<file path="config.mk">
export PLATFORM = sky130hd
export DESIGN_NAME = rc4_stream_ctrl
export DESIGN_NICKNAME = d
export VERILOG_FILES = /design/src/rtl/rc4_stream_ctrl.sv
export SDC_FILE = /design/constraint.sdc
export NUM_CORES = 1
export LEC_CHECK = 0
export ABC_AREA = 1
export BUFFER_PORTS_ARGS = -buffer_cell sky130_fd_sc_hd__buf_2
export CAP_MARGIN = 40
export CORE_MARGIN = 8
export CORE_UTILIZATION = 54
export CTS_BUF_LIST = sky130_fd_sc_hd__clkbuf_2
export DETAILED_ROUTE_END_ITERATION = 6
export GPL_TIMING_DRIVEN = 0
export HOLD_SLACK_MARGIN = 0.12
export PLACE_DENSITY = 0.87
export SYNTH_ARGS = -nofsm -noshare
export SYNTH_HDL_FRONTEND = slang
export SYNTH_SLANG_ARGS = --single-unit
export TNS_END_PERCENT = 20
</file>
<file path="constraint.sdc">
create_clock -name clk -period 3.5 [get_ports clk]
set_input_delay 0.525 -clock clk [delete_from_list [all_inputs] [get_ports clk]]
set_output_delay 0.525 -clock clk [all_outputs]
set_load 0.01 [all_outputs]
</file>
<file path="src/rtl/rc4_stream_ctrl.sv">
// rc4_stream_ctrl: per-message sequencer around an RC4 keystream core.
// Re-keys the core, buffers keystream in a small FIFO and XORs it with the
// plaintext stream under valid/ready handshakes.
// Optional feature macro: RC4_DROP_EN (discard the first DROP_N keystream bytes).
`timescale 1ns/1ps
module rc4_stream_ctrl #(
   parameter int unsigned FIFO_DEPTH = 8,
   parameter int unsigned DROP_N     = 256
) (
   input  logic        clk,
   input  logic        rst,
   input  logic [31:0] cfg_key,
   input  logic [7:0]  cfg_key_len,
   input  logic [15:0] cfg_msg_len,
   input  logic        cmd_start,
   output logic        busy,
   output logic        done,
   output logic        err,
   input  logic        s_valid,
   output logic        s_ready,
   input  logic [7:0]  s_data,
   output logic        m_valid,
   input  logic        m_ready,
   output logic [7:0]  m_data,
   output logic        core_rst_n,
   output logic        core_start,
   output logic [31:0] core_key,
   output logic [7:0]  core_key_len,
   output logic        core_ks_en,
   input  logic        core_ks_valid,
   input  logic [7:0]  core_ks_byte
);
   localparam int unsigned AW = $clog2(FIFO_DEPTH);
   localparam logic [AW:0] EN_LVL   = (AW+1)'(FIFO_DEPTH - 1);
   localparam logic [AW:0] FULL_LVL = (AW+1)'(FIFO_DEPTH);

   if (FIFO_DEPTH < 4 || FIFO_DEPTH > 64 || (FIFO_DEPTH & (FIFO_DEPTH - 1)) != 0 ||
       DROP_N == 0 || DROP_N > 65535) begin : g_param_check
      $error("rc4_stream_ctrl: FIFO_DEPTH must be a power of two in 4..64, DROP_N in 1..65535");
   end

   typedef enum logic [2:0] {
      IDLE,
      SHORT_DONE,
      CORE_RST,
      KEYSCHED,
`ifdef RC4_DROP_EN
      DROP,
`endif
      STREAM,
      DRAIN,
      FINISH
   } state_t;

   state_t      state, state_nxt;
   logic        alive, rst_cnt, pend;
   logic [15:0] msg_len, gen_cnt, in_cnt;
   logic [7:0]  fifo_mem [FIFO_DEPTH];
   logic [AW-1:0] wr_ptr, rd_ptr;
   logic [AW:0] fifo_count;
   logic        fifo_empty, fifo_full, cfg_bad, start_ok;
   logic        push, pop, ks_lost, flush, gen_room;
`ifdef RC4_DROP_EN
   logic [15:0] drop_cnt;
`endif

   assign fifo_empty = (fifo_count == '0);
   assign fifo_full  = (fifo_count == FULL_LVL);
   assign cfg_bad    = (cfg_key_len == 8'd0) || (cfg_key_len > 8'd4);
   assign start_ok   = (state == IDLE) && cmd_start;
   assign pop        = s_valid && s_ready;
   // pend marks a strobe already requested last cycle, so the final enable
   // never asks the core for one byte more than the message needs
   assign gen_room   = ({1'b0, gen_cnt} + {16'd0, pend}) < {1'b0, msg_len};

   // Next-state and per-state control outputs
   always_comb begin
      state_nxt  = state;
      busy       = 1'b0;
      done       = 1'b0;
      core_start = 1'b0;
      core_ks_en = 1'b0;
      core_rst_n = alive;
      s_ready    = 1'b0;
      push       = 1'b0;
      ks_lost    = 1'b0;
      flush      = 1'b0;
      case (state)
         IDLE: begin
            if (cmd_start)
               state_nxt = (cfg_bad || cfg_msg_len == 16'd0) ? SHORT_DONE : CORE_RST;
         end
         SHORT_DONE: begin
            done      = 1'b1;
            state_nxt = IDLE;
         end
         CORE_RST: begin
            busy       = 1'b1;
            core_rst_n = 1'b0;
            flush      = 1'b1;
            if (rst_cnt) state_nxt = KEYSCHED;
         end
         KEYSCHED: begin
            busy       = 1'b1;
            core_start = 1'b1;
            if (core_ks_valid) begin
`ifdef RC4_DROP_EN
               state_nxt = DROP;
`else
               push      = 1'b1;
               state_nxt = STREAM;
`endif
            end
         end
`ifdef RC4_DROP_EN
         DROP: begin
            busy       = 1'b1;
            core_ks_en = ({1'b0, drop_cnt} + {16'd0, pend}) < 17'(DROP_N);
            if (drop_cnt == 16'(DROP_N)) state_nxt = STREAM;
         end
`endif
         STREAM: begin
            busy       = 1'b1;
            core_ks_en = (fifo_count < EN_LVL) && gen_room;
            s_ready    = !fifo_empty && (!m_valid || m_ready) && (in_cnt < msg_len);
            if (core_ks_valid) begin
               if (!fifo_full && gen_cnt < msg_len) push = 1'b1;
               else ks_lost = 1'b1;
            end
            if (in_cnt == msg_len) state_nxt = DRAIN;
         end
         DRAIN: begin
            busy = 1'b1;
            if (!m_valid || m_ready) state_nxt = FINISH;
         end
         FINISH: begin
            done       = 1'b1;
            core_rst_n = 1'b0;
            flush      = 1'b1;
            state_nxt  = IDLE;
         end
         default: state_nxt = IDLE;
      endcase
   end

   // State register, two-cycle core-reset counter, post-reset core enable
   always_ff @(posedge clk or posedge rst) begin
      if (rst) begin
         state   <= IDLE;
         rst_cnt <= 1'b0;
         alive   <= 1'b0;
      end else begin
         state   <= state_nxt;
         alive   <= 1'b1;
         rst_cnt <= (state == CORE_RST) ? ~rst_cnt : 1'b0;
      end
   end

   // Configuration latch and sticky error flag
   always_ff @(posedge clk or posedge rst) begin
      if (rst) begin
         msg_len      <= '0;
         core_key     <= '0;
         core_key_len <= '0;
         err          <= 1'b0;
      end else if (start_ok) begin
         msg_len <= cfg_msg_len;
         err     <= cfg_bad;
         if (!cfg_bad && cfg_msg_len != 16'd0) begin
            core_key     <= cfg_key;
            core_key_len <= cfg_key_len;
         end
      end else if (ks_lost) begin
         err <= 1'b1;
      end
   end

   // Keystream FIFO storage
   always_ff @(posedge clk) begin
      if (push) fifo_mem[wr_ptr] <= core_ks_byte;
   end

   // Keystream FIFO pointers and occupancy
   always_ff @(posedge clk or posedge rst) begin
      if (rst) begin
         wr_ptr     <= '0;
         rd_ptr     <= '0;
         fifo_count <= '0;
      end else if (flush) begin
         wr_ptr     <= '0;
         rd_ptr     <= '0;
         fifo_count <= '0;
      end else begin
         if (push) wr_ptr <= wr_ptr + AW'(1);
         if (pop)  rd_ptr <= rd_ptr + AW'(1);
         fifo_count <= fifo_count + (AW+1)'(push) - (AW+1)'(pop);
      end
   end

   // Byte counters and in-flight strobe tracking
   always_ff @(posedge clk or posedge rst) begin
      if (rst) begin
         gen_cnt  <= '0;
         in_cnt   <= '0;
         pend     <= 1'b0;
`ifdef RC4_DROP_EN
         drop_cnt <= '0;
`endif
      end else begin
         pend <= core_ks_en;
         if (flush) begin
            gen_cnt  <= '0;
            in_cnt   <= '0;
`ifdef RC4_DROP_EN
            drop_cnt <= '0;
`endif
         end else begin
            if (push) gen_cnt <= gen_cnt + 16'd1;
            if (pop)  in_cnt  <= in_cnt + 16'd1;
`ifdef RC4_DROP_EN
            if (core_ks_valid && (state == KEYSCHED || state == DROP))
               drop_cnt <= drop_cnt + 16'd1;
`endif
         end
      end
   end

   // Ciphertext output register, held until accepted downstream
   always_ff @(posedge clk or posedge rst) begin
      if (rst) begin
         m_valid <= 1'b0;
         m_data  <= '0;
      end else if (pop) begin
         m_valid <= 1'b1;
         m_data  <= s_data ^ fifo_mem[rd_ptr];
      end else if (m_ready) begin
         m_valid <= 1'b0;
      end
   end
endmodule
</file>
==> results of run 1 <==
-- through the flow --
stage	cell area, µm²	TNS, ps	power, mW	utilization
4_1_cts	11700	-304	6.15	0.675
2_1_floorplan	9580	0	4.18	-
3_3_place_gp	10500	0	4.83	0.609
3_5_place_dp	10600	0	4.95	0.612
6_report	11900	-263	6.23	0.688
5_1_grt	11900	-486	6.64	0.688
-- kinds of logic after synthesis --
kind of cell,count (synthesis),synth area share
AO/OA/AOI/OAI,94,0.0536
XOR/XNOR,49,0.0448
adder cells (fa/ha/maj),61,0.0805
buffers and inverters,144,0.0638
flip-flops,178,0.499
other,1,0.000392
AND/OR/NAND/NOR,571,0.258
-- worst max-delay path, stage by stage, from the launching register on --
cell and delay, ps:
dfrtp_1 460, nand2_1 80, inv_1 90, nand3_2 100, nor3_4 230, nand2_2 120, nor2_2 110, xor2_1 180
ha_1 280, a21oi_2 130, o21ai_0 100, nand4_1 100, nand2_1 60, nor2_1 110, nand3_1 100, nor2_2 120
buf_2 150
-- routing by layer --
| metal | vias to the layer above | GRT usage | wire, µm |
|---|---|---|---|
| li1 | 4104 | - | - |
| met5 | - | 0 | 0 |
| met4 | 0 | 0.0954 | 897 |
| met3 | 79 | 0.0695 | 2800 |
| met1 | 4123 | 0.308 | 10800 |
| met2 | 510 | 0.409 | 13200 |
-- power by group --
part / switching, mW / internal (mW)
registers: 0.210 / 2.48
clock network: 0.772 / 0.351
logic: 1.54 / 0.870
-- placed cells by master, fill, tap and decap left out, types with 6 or more instances in the layout --
cell type      instances
nand2_1              304
buf_2                157
dfrtp_1              110
nor2_1                97
inv_1                 85
nand3_1               80
dlygate4sd3_1         73
edfxtp_1              64
ha_1                  58
o21ai_0               51
xor2_1                35
nand4_1               33
buf_4                 26
a21oi_1               21
clkbuf_2              18
xnor2_1               13
nor3_1                12
inv_2                 11
nand2_2                7
nor2_4                 7
o211ai_1               6
inv_6                  6
-- area by class of cell --
| cell class | instances | area [µm²] |
|---|---|---|
| tap | 225 | 282 |
| timing repair buffer | 231 | 1620 |
| clock buffer | 17 | 85.1 |
| fill | 1192 | 5390 |
| buffer | 44 | 256 |
| multi-input combinational | 776 | 4330 |
| inverter | 99 | 375 |
| clock inverter | 15 | 173 |
| sequential | 178 | 4780 |
-- state kept, by name, indices dropped and copies added (netlist names), 3 cells and up --
register      count
in_cnt           16
core_key_len      8
wr_ptr            3
m_data            8
core_key         32
gen_cnt          16
fifo_mem         64
rd_ptr            3
state             3
fifo_count        4
msg_len          16
-- final timing paths --
| path | start | endpoint | slack, ps | cells past startpoint |
|---|---|---|---|---|
| max in group asynchronous | rst | gen_cnt[3] | 2470 | 5 |
| min | core_ks_valid | state[1] | 220 | 4 |
| max | gen_cnt[9] | core_ks_en | -260 | 16 |
| max reg2reg | in_cnt[14] | fifo_count[2] | 240 | 14 |
| min in group asynchronous | rst | core_key_len[7] | 260 | 3 |
| min reg2reg | rst_cnt | rst_cnt | 430 | 1 |
-- repair_timing --
action,in CTS,in global routing
setup buffers,8,12
gates cloned,0,0
endpoints found under the hold margin,163,1
setup endpoints to repair,1,4
resized for setup,17,38
hold buffers,72,1
pin swaps,7,20
==> results.py, run 1 <==
metrics = {
    "status": {
        "status": "complete, but fails checks",
        "violations": "DRC, setup timing",
    },
    "clock_network": {
        "cts_tree": "built",
        "cts.sinks": 178,
        "clockBufferDepth": 2,
        "clock-root-buffer": "clkbuf_2",
        "h-tree-depth": 4,
        "clk_pin_slew_worst_paths_ps": 260,
        "clkLatencyLatePin_ps": 740,
        "cts_buffers": 17,
    },
    "placement": {
        "io_buffer_count": 133,
        "dp_hpwl_um": 18600,
        "globalplace.congestion": 0.924,
        "dp.cells": 1459,
        "place_ws_ps": 234,
    },
    "synth": {
        "synth_top_area_frac": 0.298,
        "synthesis.area_um2": 9580,
        "synth.avg_cell_area_um2": 8.72,
        "ys.flop_type": "dfrtp_1",
        "ys_warn_count": 0,
        "synth_area_leaders": "dfrtp_1 (30%), edfxtp_1 (20%), nand2_1 (12%), ha_1 (7.8%), nand3_1 (4.3%)",
        "synth_top_cell_by_area": "dfrtp_1",
        "synth_edf_count": 64,
        "ys_ff_latch": 178,
        "ys_top_cells_by_count": "nand2_1 (312), dfrtp_1 (114), nor2_1 (103), inv_1 (90), nand3_1 (82)",
        "yosysMostFrequentCell": "nand2_1",
        "syn-num-nets": 1237,
        "synthCells": 1098,
        "synth_cell_types": 43,
        "ys_seq_area_frac": 0.499,
        "ys_async_sr_fraction": 0.640,
    },
    "setup_path": {
        "start_kind": "flip-flop",
        "end_kind": "output port",
        "cp_max_fo": 4,
        "required_ps": 2970,
        "critPathKind": "reg -> out",
        "arrival_ps": 3240,
    },
    "sta": {
        "fin_crit_ps": 3760,
        "setup_viol": 1,
        "finalHoldWorstSlack_ps": 215,
        "hold_viol": 0,
        "slew_viol_final": 0,
        "tightest_slew_ps": 934,
        "max_freq_mhz": 266,
        "slew-limit-headroom": 0.375,
        "finalCritPeriodShare": 1.08,
        "setup_ws_ps": -263,
        "rsz0062_at_grt": "true",
        "skew_ps": 33.6,
    },
    "die": {
        "initial_utilization": 0.554,
        "die_area_um2": 22300,
        "io_pins": 134,
        "core.rowCount": 48,
        "die_h_um": 149,
        "die_w_um": 149,
        "coreArea_um2": 17300,
    },
    "power_and_ir_drop": {
        "p_per_area_nw_per_um2": 523,
        "max-vdd-ir-drop_mv": 0.350,
        "p_leak_nw": 6.09,
    },
    "global_routing": {
        "grt_pass1_wl_um": 44100,
        "grt-ovfl-total": 0,
        "first_global_vias": 8765,
        "grt_max_degree": 39,
        "antenna_found_initial": 0,
        "grt.total_usage": 0.249,
    },
    "job": {
        "max-cap-violations": 0,
    },
    "routing": {
        "dr_total_vias": 8816,
        "dr.first_iter.drc_count": 826,
        "drc": 2,
        "wire_per_inst_um": 17.5,
        "antenna_left": 0,
        "finalWirelength_um": 27700,
        "first_pass_iters": 7,
        "viasPerCell": 5.56,
    },
    "cells_and_area": {
        "fin_cells": 1585,
        "antenna_cells": 0,
        "areaGrowthSynthToFinish_pct": 24.3,
        "drive_above_1_share": 0.209,
        "final_nets": 1486,
    },
    "worst_hold_path": {
        "worstHoldPathType": "in -> reg",
    },
}
No activity file was read; power rests on OpenSTA's default activity.
==> inputs of run 2 (changes only) <==
Settings changed: SKIP_CTS_REPAIR_TIMING set to 1.
==> run 2 against run 1 <==
Against the previous run:
- the flow finishes with violations (setup timing)
- global-route usage decreased by 2.3 points
- maximum frequency shrank 3.1%
- clock power is essentially flat
- sequential share of layout area is 0.32 points higher
- highest routed layer unchanged
==> results.py, run 2 (same netlist as run 1, synthesis figures left out) <==
metrics = {
    "status": {
        "status": "complete, but fails checks",
        "violations": "setup timing",
    },
    "clock_network": {
        "cts_tree": "built",
        "clkLatencyLatePin_ps": 750,
        "clock-root-buffer": "clkbuf_2",
        "cts_buffers": 17,
        "clk_pin_slew_worst_paths_ps": 280,
        "cts.sinks": 178,
        "h-tree-depth": 4,
        "clockBufferDepth": 2,
    },
    "placement": {
        "dp_hpwl_um": 18600,
        "globalplace.congestion": 0.924,
        "place_area_um2": 10600,
        "place_ws_ps": 234,
        "dp.cells": 1459,
        "io_buffer_count": 133,
    },
    "routing": {
        "dr_total_vias": 8819,
        "finalWirelength_um": 27600,
        "antenna_left": 0,
        "drc": 0,
        "dr.first_iter.drc_count": 784,
        "first_pass_iters": 6,
        "wire_per_inst_um": 17.4,
        "viasPerCell": 5.58,
    },
    "die": {
        "die_area_um2": 22300,
        "core.rowCount": 48,
        "initial_utilization": 0.554,
        "coreArea_um2": 17300,
        "io_pins": 134,
        "die_h_um": 149,
        "die_w_um": 149,
    },
    "power_and_ir_drop": {
        "max-vdd-ir-drop_mv": 0.363,
        "p_sw_frac": 0.405,
        "p_int_mw": 3.71,
        "p_per_area_nw_per_um2": 527,
        "p_leak_nw": 6.02,
        "p_sw_mw": 2.52,
        "clkPwrFrac": 0.180,
        "power_frac_comb": 0.387,
        "p_seq_frac": 0.433,
        "power_mw": 6.23,
    },
    "cells_and_area": {
        "drive_above_1_share": 0.201,
        "ff_latch_area_um2": 4780,
        "multi_input_area_um2": 4290,
        "mostFrequentLayoutCell": "nand2_1",
        "areaGrowthSynthToFinish_pct": 23.4,
        "final_cell_mix": "nand2_1 (307), buf_2 (157), dfrtp_1 (108), nor2_1 (99), inv_1 (85)",
        "final_nets": 1480,
        "fin_cells": 1580,
        "fin_util": 0.683,
        "fillCellCount": 1229,
        "postLayoutCellArea_um2": 11800,
        "largestRegisters": "fifo_mem (64), core_key (32)",
        "regMostFlops": "fifo_mem",
        "largest_reg_flops": 64,
    },
    "setup_path": {
        "r2r-start": "msg_len[9]",
        "required_ps": 2970,
        "critPathKind": "reg -> out",
        "cp_max_fo": 6,
        "start_kind": "flip-flop",
        "reg2reg_depth": 17,
        "reg2reg_to": "fifo_count[2]",
        "rrSetupSlack_ps": 200,
        "arrival_ps": 3360,
        "end_kind": "output port",
        "cp-startpoint": "gen_cnt[5]",
        "crit_end": "core_ks_en",
    },
    "global_routing": {
        "grt.total_usage": 0.226,
        "grt_pass1_wl_um": 40000,
        "antenna_found_initial": 1,
        "grt_max_degree": 39,
        "grt-ovfl-total": 0,
        "first_global_vias": 8172,
    },
    "sta": {
        "fin_crit_ps": 3880,
        "finalSetupTns_ps": -381,
        "slew-limit-headroom": 0.382,
        "setup_ws_ps": -381,
        "skew_ps": 29.4,
        "tightest_slew_ps": 923,
        "max_freq_mhz": 258,
        "rsz0062_at_grt": "true",
        "hold_viol": 0,
        "finalCritPeriodShare": 1.11,
        "finalHoldWorstSlack_ps": 223,
        "setup_viol": 1,
        "slew_viol_final": 0,
    },
    "job": {
        "max-cap-violations": 0,
    },
    "worst_hold_path": {
        "worstHoldPathType": "in -> reg",
    },
}
## run 2: power by group through the flow
stage,combinational [mW],clock [mW],sequential (mW)
floorplan,1.42,0,2.76
global placement,2.13,0,2.71
detailed placement,2.23,0,2.72
CTS,2.24,1.13,2.68
global route,2.70,1.22,2.73
finish,2.41,1.12,2.70
## run 2: area by class of cell
class / instances / share of cell area
sequential: 178 / 0.405
multi-input combinational: 776 / 0.363
timing repair buffer: 224 / 0.133
inverter: 99 / 0.0318
tap: 225 / 0.0238
buffer: 45 / 0.0214
clock inverter: 15 / 0.0146
clock buffer: 17 / 0.00720
antenna: 1 / 0.000212
## run 2: routing by layer
layer	global-route usage	vias to the layer above	routed length (µm)
met1	0.275	4118	10600
met5	0	-	0
li1	-	4094	-
met2	0.372	524	13300
met3	0.0737	83	2790
met4	0.0747	0	801
## run 2: worst min-delay path by stage
stage	from	endpoint	slack, ps	cells after the start
2_1_floorplan	rst_cnt	rst_cnt	390	1
3_3_place_gp	rst_cnt	rst_cnt	400	1
3_5_place_dp	rst_cnt	rst_cnt	410	1
4_1_cts	rst	core_key_len[5]	-340	2
5_1_grt	cmd_start	msg_len[15]	170	5
6_report	s_valid	rd_ptr[1]	220	4
## run 2: critical path: stages (launching register included)
cell	delay [ps]
dfrtp_1	410
clkbuf_4	180
nand2_2	100
nor3_2	230
nand2_1	140
nor2_1	130
xor2_1	170
ha_1	270
a21oi_1	190
o21ai_0	130
nand4_1	110
nand2_1	60
nor2_1	110
nand3_1	100
nor2_2	140
buf_2	150
